**config.mk**
```make
export PLATFORM = sky130hd
export DESIGN_NAME = krnl_acc_axi_ctrl_slave_gen
export DESIGN_NICKNAME = d
export VERILOG_FILES = /design/src/rtl/krnl_acc_axi_ctrl_slave_gen.sv
export SDC_FILE = /design/constraint.sdc
export NUM_CORES = 1
export LEC_CHECK = 0
export BUFFER_PORTS_ARGS = -buffer_cell sky130_fd_sc_hd__buf_2
export CAP_MARGIN = 40
export CELL_PAD_IN_SITES_DETAIL_PLACEMENT = 0
export CELL_PAD_IN_SITES_GLOBAL_PLACEMENT = 1
export CORE_MARGIN = 4
export CORE_UTILIZATION = 42
export DETAILED_ROUTE_END_ITERATION = 10
export GPL_TIMING_DRIVEN = 1
export PLACE_DENSITY_LB_ADDON = 0.05
export SYNTH_ARGS = -nofsm -noshare
export SYNTH_HDL_FRONTEND = slang
export SYNTH_SLANG_ARGS = --single-unit
```
**constraint.sdc**
```tcl
create_clock -name ACLK -period 6.55 [get_ports ACLK]
set_clock_uncertainty 0.1 [all_clocks]
set_input_delay 1.965 -clock ACLK [delete_from_list [all_inputs] [get_ports ACLK]]
set_output_delay 1.965 -clock ACLK [all_outputs]
set_load 0.01 [all_outputs]
```
**src/rtl/krnl_acc_axi_ctrl_slave_gen.sv**
```systemverilog
// AXI4-Lite control slave: scalar/pointer config registers plus the ap_ctrl_chain handshake.
// Optional interrupt controller (GIE/IER/ISR) is built only when ACC_CTRL_INTR_EN is defined.
module krnl_acc_axi_ctrl_slave_gen #(
  parameter int unsigned C_ADDR_WIDTH = 12,
  parameter int unsigned NUM_CFG_REGS = 4,
  parameter int unsigned NUM_PTR_REGS = 3
) (
  input  logic                         ACLK,
  input  logic                         ARESETn,
  input  logic [C_ADDR_WIDTH-1:0]      AWADDR,
  input  logic                         AWVALID,
  output logic                         AWREADY,
  input  logic [31:0]                  WDATA,
  input  logic [3:0]                   WSTRB,
  input  logic                         WVALID,
  output logic                         WREADY,
  output logic [1:0]                   BRESP,
  output logic                         BVALID,
  input  logic                         BREADY,
  input  logic [C_ADDR_WIDTH-1:0]      ARADDR,
  input  logic                         ARVALID,
  output logic                         ARREADY,
  output logic [31:0]                  RDATA,
  output logic [1:0]                   RRESP,
  output logic                         RVALID,
  input  logic                         RREADY,
  output logic                         ap_start,
  input  logic                         ap_done,
  input  logic                         ap_idle,
  input  logic                         ap_ready,
  output logic                         ap_continue,
  output logic                         interrupt,
  output logic [32*NUM_CFG_REGS-1:0]   cfg_regs,
  output logic [64*NUM_PTR_REGS-1:0]   ptr_regs
);

  localparam logic [C_ADDR_WIDTH-1:0] AddrMask = {{(C_ADDR_WIDTH-2){1'b1}}, 2'b00};
  localparam logic [C_ADDR_WIDTH-1:0] AddrCtrl = C_ADDR_WIDTH'(32'h000);
  localparam logic [C_ADDR_WIDTH-1:0] AddrGie  = C_ADDR_WIDTH'(32'h004);
  localparam logic [C_ADDR_WIDTH-1:0] AddrIer  = C_ADDR_WIDTH'(32'h008);
  localparam logic [C_ADDR_WIDTH-1:0] AddrIsr  = C_ADDR_WIDTH'(32'h00C);

  typedef enum logic [1:0] {WrReset, WrIdle, WrData, WrResp} wr_state_e;
  typedef enum logic [1:0] {RdReset, RdIdle, RdData} rd_state_e;

  wr_state_e                      wr_state;
  rd_state_e                      rd_state;
  logic [C_ADDR_WIDTH-1:0]        awaddr_q;
  logic [31:0]                    rdata_q;
  logic [NUM_CFG_REGS-1:0][31:0]  cfg_q;
  logic [NUM_PTR_REGS-1:0][63:0]  ptr_q;
  logic start_q, done_q, idle_q, ready_q, cont_q, auto_restart_q;
  logic gie_rd;
  logic [1:0] ier_rd, isr_rd;

  logic                    ar_hs, wr_en, ctrl_wr, ctrl_rd;
  logic [C_ADDR_WIDTH-1:0] waddr, raddr;
  logic [31:0]             rd_val;

  function automatic logic [31:0] merge_bytes(logic [31:0] old, logic [31:0] data,
                                              logic [3:0] strb);
    for (int b = 0; b < 4; b++) begin
      if (strb[b]) old[8*b +: 8] = data[8*b +: 8];
    end
    return old;
  endfunction

  assign AWREADY = (wr_state == WrIdle);
  assign WREADY  = (wr_state == WrData);
  assign BVALID  = (wr_state == WrResp);
  assign BRESP   = 2'b00;
  assign ARREADY = (rd_state == RdIdle);
  assign RVALID  = (rd_state == RdData);
  assign RRESP   = 2'b00;
  assign RDATA   = rdata_q;

  assign ar_hs   = ARVALID & ARREADY;
  assign wr_en   = WVALID & WREADY;
  assign waddr   = awaddr_q & AddrMask;
  assign raddr   = ARADDR & AddrMask;
  assign ctrl_wr = wr_en && (waddr == AddrCtrl);
  assign ctrl_rd = ar_hs && (raddr == AddrCtrl);

  assign ap_start    = start_q;
  assign ap_continue = cont_q;
  assign cfg_regs    = cfg_q;
  assign ptr_regs    = ptr_q;

  always_ff @(posedge ACLK) begin
    if (!ARESETn) begin
      wr_state <= WrReset;
      awaddr_q <= '0;
    end else begin
      case (wr_state)
        WrReset: wr_state <= WrIdle;
        WrIdle:  if (AWVALID) begin
                   awaddr_q <= AWADDR;
                   wr_state <= WrData;
                 end
        WrData:  if (WVALID) wr_state <= WrResp;
        WrResp:  if (BREADY) wr_state <= WrIdle;
        default: wr_state <= WrReset;
      endcase
    end
  end

  always_comb begin
    rd_val = '0;
    if (raddr == AddrCtrl) begin
      rd_val = {24'b0, auto_restart_q, 2'b00, cont_q, ready_q, idle_q, done_q, start_q};
    end
    if (raddr == AddrGie) rd_val = {31'b0, gie_rd};
    if (raddr == AddrIer) rd_val = {30'b0, ier_rd};
    if (raddr == AddrIsr) rd_val = {30'b0, isr_rd};
    for (int i = 0; i < int'(NUM_CFG_REGS); i++) begin
      if (raddr == C_ADDR_WIDTH'(16 + 4 * i)) rd_val = cfg_q[i];
    end
    for (int j = 0; j < int'(NUM_PTR_REGS); j++) begin
      if (raddr == C_ADDR_WIDTH'(64 + 8 * j)) rd_val = ptr_q[j][31:0];
      if (raddr == C_ADDR_WIDTH'(68 + 8 * j)) rd_val = ptr_q[j][63:32];
    end
  end

  // RDATA is captured at ar_hs so it stays stable however long RREADY is held off.
  always_ff @(posedge ACLK) begin
    if (!ARESETn) begin
      rd_state <= RdReset;
      rdata_q  <= '0;
    end else begin
      case (rd_state)
        RdReset: rd_state <= RdIdle;
        RdIdle:  if (ARVALID) begin
                   rdata_q  <= rd_val;
                   rd_state <= RdData;
                 end
        RdData:  if (RREADY) rd_state <= RdIdle;
        default: rd_state <= RdReset;
      endcase
    end
  end

  always_ff @(posedge ACLK) begin
    if (!ARESETn) begin
      cfg_q          <= '0;
      ptr_q          <= '0;
      start_q        <= 1'b0;
      done_q         <= 1'b0;
      idle_q         <= 1'b0;
      ready_q        <= 1'b0;
      cont_q         <= 1'b0;
      auto_restart_q <= 1'b0;
    end else begin
      for (int i = 0; i < int'(NUM_CFG_REGS); i++) begin
        if (wr_en && (waddr == C_ADDR_WIDTH'(16 + 4 * i))) begin
          cfg_q[i] <= merge_bytes(cfg_q[i], WDATA, WSTRB);
        end
      end
      for (int j = 0; j < int'(NUM_PTR_REGS); j++) begin
        if (wr_en && (waddr == C_ADDR_WIDTH'(64 + 8 * j))) begin
          ptr_q[j][31:0] <= merge_bytes(ptr_q[j][31:0], WDATA, WSTRB);
        end
        if (wr_en && (waddr == C_ADDR_WIDTH'(68 + 8 * j))) begin
          ptr_q[j][63:32] <= merge_bytes(ptr_q[j][63:32], WDATA, WSTRB);
        end
      end
      idle_q  <= ap_idle;
      ready_q <= ap_ready;
      cont_q  <= ctrl_wr & WSTRB[0] & WDATA[4];
      if (ctrl_wr && WSTRB[0]) auto_restart_q <= WDATA[7];
      if (ctrl_wr && WSTRB[0] && WDATA[0]) begin
        start_q <= 1'b1;
      end else if (ap_ready && !auto_restart_q) begin
        start_q <= 1'b0;
      end
      // A new ap_done beats the clear-on-read so no completion is lost.
      if (ap_done) begin
        done_q <= 1'b1;
      end else if (ctrl_rd) begin
        done_q <= 1'b0;
      end
    end
  end

`ifdef ACC_CTRL_INTR_EN
  logic       gie_q, irq_q;
  logic [1:0] ier_q, isr_q, isr_toggle;

  assign isr_toggle = (wr_en && (waddr == AddrIsr) && WSTRB[0]) ? WDATA[1:0] : 2'b00;

  always_ff @(posedge ACLK) begin
    if (!ARESETn) begin
      gie_q <= 1'b0;
      ier_q <= 2'b00;
      isr_q <= 2'b00;
      irq_q <= 1'b0;
    end else begin
      if (wr_en && (waddr == AddrGie) && WSTRB[0]) gie_q <= WDATA[0];
      if (wr_en && (waddr == AddrIer) && WSTRB[0]) ier_q <= WDATA[1:0];
      isr_q <= (isr_q ^ isr_toggle) | ({ap_ready, ap_done} & ier_q);
      irq_q <= gie_q & (|isr_q);
    end
  end

  assign gie_rd    = gie_q;
  assign ier_rd    = ier_q;
  assign isr_rd    = isr_q;
  assign interrupt = irq_q;
`else
  assign gie_rd    = 1'b0;
  assign ier_rd    = 2'b00;
  assign isr_rd    = 2'b00;
  assign interrupt = 1'b0;
`endif

endmodule

```
==> results_dict.tcl <==
set metrics [dict create \
    antenna_found_initial 2 \
    n_antenna_cell 0 \
    startpoint "ARADDR[5]" \
    period_minus_slack_ps 4180 \
    die_w_um 212 \
    grt_overflow_total 0 \
    setup_viol 0 \
    routed_wirelength_mm 72.5 \
    drive_gt1_frac 0.245 \
    clk_latency_ps 570 \
    cellLeakagePower_nw 8.63 \
    cts_made_buffers 43 \
    fillers 4089 \
    ant_nets 0 \
    tns_ps 0 \
    syn_inst 2154 \
    hold_ws_ps 355 \
    die_area_um2 45100 \
    htreeDepth 2 \
    first_global_vias 15900 \
    yosysWarningCount 0 \
    root_buffer "clkbuf_16" \
    routedWlPerCell_um 23.8 \
    setup_ws_ps 2370 \
    fin_cells 3039 \
    rsz0062_at_grt "false" \
    maxSlewHeadroom 0.362 \
    grt_max_degree 224 \
    stdcell_area_um2 21300 \
    regToRegStartpoint "wr_state[0]" \
    finalMaxSlewViolations 0 \
    async_flop_share 0 \
    fin_crit_sh 0.638 \
    seqCellArea_um2 7450 \
    clkSinkCount 372 \
    hpwl_mm 52.7 \
    path_clk_slew_ps 60 \
    synth_edf_count 0 \
    first_iter_violations 1623 \
    layout_commonest_cell "nand2_1" \
    critPathMaxFanout 28 \
    clk_path_buf_depth 3 \
    seq_area_frac_synth 0.425 \
    synth_seq_cells 372 \
    dp_slack_ps 1920 \
    die_h_um 212 \
    place_inst 2960 \
    drc 0 \
    via_per_inst 5.66 \
    avgSynthCellArea_um2 8.14 \
    port-buffer-count 424 \
    vdd_ir_drop_max_uv 215 \
    initial_core_util 0.427 \
    std_cell_rows 74 \
    vias 17200 \
    hp-class "register to register" \
    cts_tree "yes" \
    worst_setup_path_start_kind "input pin" \
    coreArea_um2 41000 \
    netlist_top_cells_area "dfxtp_1 (42%), nand2_1 (14%), a21boi_0 (9.1%), mux2i_1 (5.0%), clkbuf_1 (2.7%)" \
    yosysTopAreaCell "dfxtp_1" \
    post_cts_resized 0 \
    crit_type "input pin to register" \
    ys.flop_type "dfxtp_1" \
    clock.fmax_ghz 0.239 \
    multi_input_area_um2 9260 \
    worst_ep_required_time_ps 6950 \
    gp_congestion 0.903 \
    area_delta_synth_final_pct 21.3 \
    post_dp_cell_area_um2 19800 \
    power_density_nw_per_um2 244 \
    critPathArrivalTime_ps 4580 \
    first_pass_iters 6 \
    ys_types 69 \
    final_cell_mix "nand2_1 (644), buf_2 (425), dfxtp_1 (372)" \
    status "complete, no violations" \
    cts_hold_buf 0 \
    syn-cell-area_um2 17500 \
    grt_pass1_wl_mm 105 \
    fin_nets 2547 \
    hold_path_startpoint "RDATA[14]" \
    grt_usage 0.305 \
    tightestPinTransition_ps 957 \
    ios 434 \
    postCtsSetupBuffers 0 \
    synth.top_cell.area_share 0.425 \
    maxCapViolCount 0 \
    endpoint_kind "register" \
    hold_viol 0 \
]
[critical path, cell delays in order]
cell and delay, ps:
buf_2 340, nor3b_1 820, and3_1 710, o221ai_1 250, a211o_1 370, nand3_1 100
[power by group]
part / leakage, nW / switching, mW / internal [mW]
registers: 3.00 / 0.0212 / 2.28
logic: 4.92 / 0.302 / 0.124
clock network: 0.712 / 0.998 / 1.46
total: 8.63 / 1.32 / 3.87
[routing by layer]
metal	global-route usage	part of all wire
met1	0.417	0.43
met2	0.480	0.45
met5	0	0.00037
met3	0.0869	0.098
met4	0.0746	0.025
[registers in the layout, summed over array words and instances, names as in the netlist, 2 cells and up]
register / cells
RDATA: 32
rd_state: 2
wr_state: 2
ptr_regs: 192
awaddr_q: 10
cfg_regs: 128
[synthesized netlist by cell type, types with 6 or more instances]
cell / instances
nand2_1: 644
dfxtp_1: 372
a21boi_0: 212
clkbuf_1: 128
mux2i_1: 87
o21ai_0: 78
a21oi_1: 56
nand3_1: 56
nor2_1: 49
a21boi_1: 39
a22oi_1: 29
o22ai_1: 29
o221ai_1: 28
buf_1: 24
o21ai_2: 24
nor2b_1: 21
nand2b_1: 20
a31o_2: 19
or2_2: 17
a21o_1: 16
or3_1: 16
buf_2: 15
inv_1: 12
a211o_1: 10
o21a_1: 9
buf_6: 8
nand4_1: 8
nor3_1: 8
o211ai_1: 8
nor3_2: 7
a221oi_1: 6
a22o_1: 6
and2_1: 6
buf_4: 6
o31a_1: 6
[cell families after synthesis]
family / count (synthesis) / synth area share
AO/OA/AOI/OAI: 597 / 0.243
adder cells (fa/ha/maj): 4 / 0.00286
buffers and inverters: 197 / 0.0482
flip-flops: 372 / 0.425
multiplexers: 93 / 0.0542
other: 1 / 0.000214
AND/OR/NAND/NOR: 890 / 0.227
[final cells by class]
class                   instances  area share
inverters                      13     0.00230
clock buffers                  68      0.0622
well taps                     532      0.0313
repair buffers                454       0.113
flip-flops and latches        372       0.350
clock inverters                11     0.00512
multi-input cells            1589       0.436
[through the flow]
stage	util	total power, mW
CTS	0.518	5.21
global route	0.518	5.34
detailed placement	0.483	2.77
floorplan	-	2.63
global placement	0.481	2.76
finish	0.518	5.19
[path summary, 6_finish.rpt]
path	slack, ps	depth (start not counted)	to
worst max-delay path	2370	6	RDATA[18]
worst min-delay path	360	2	RDATA[14]
worst max register to register	3280	7	cfg_regs[91]
worst min register to register	360	2	RDATA[14]
No activity file was read; power rests on OpenSTA's default activity.
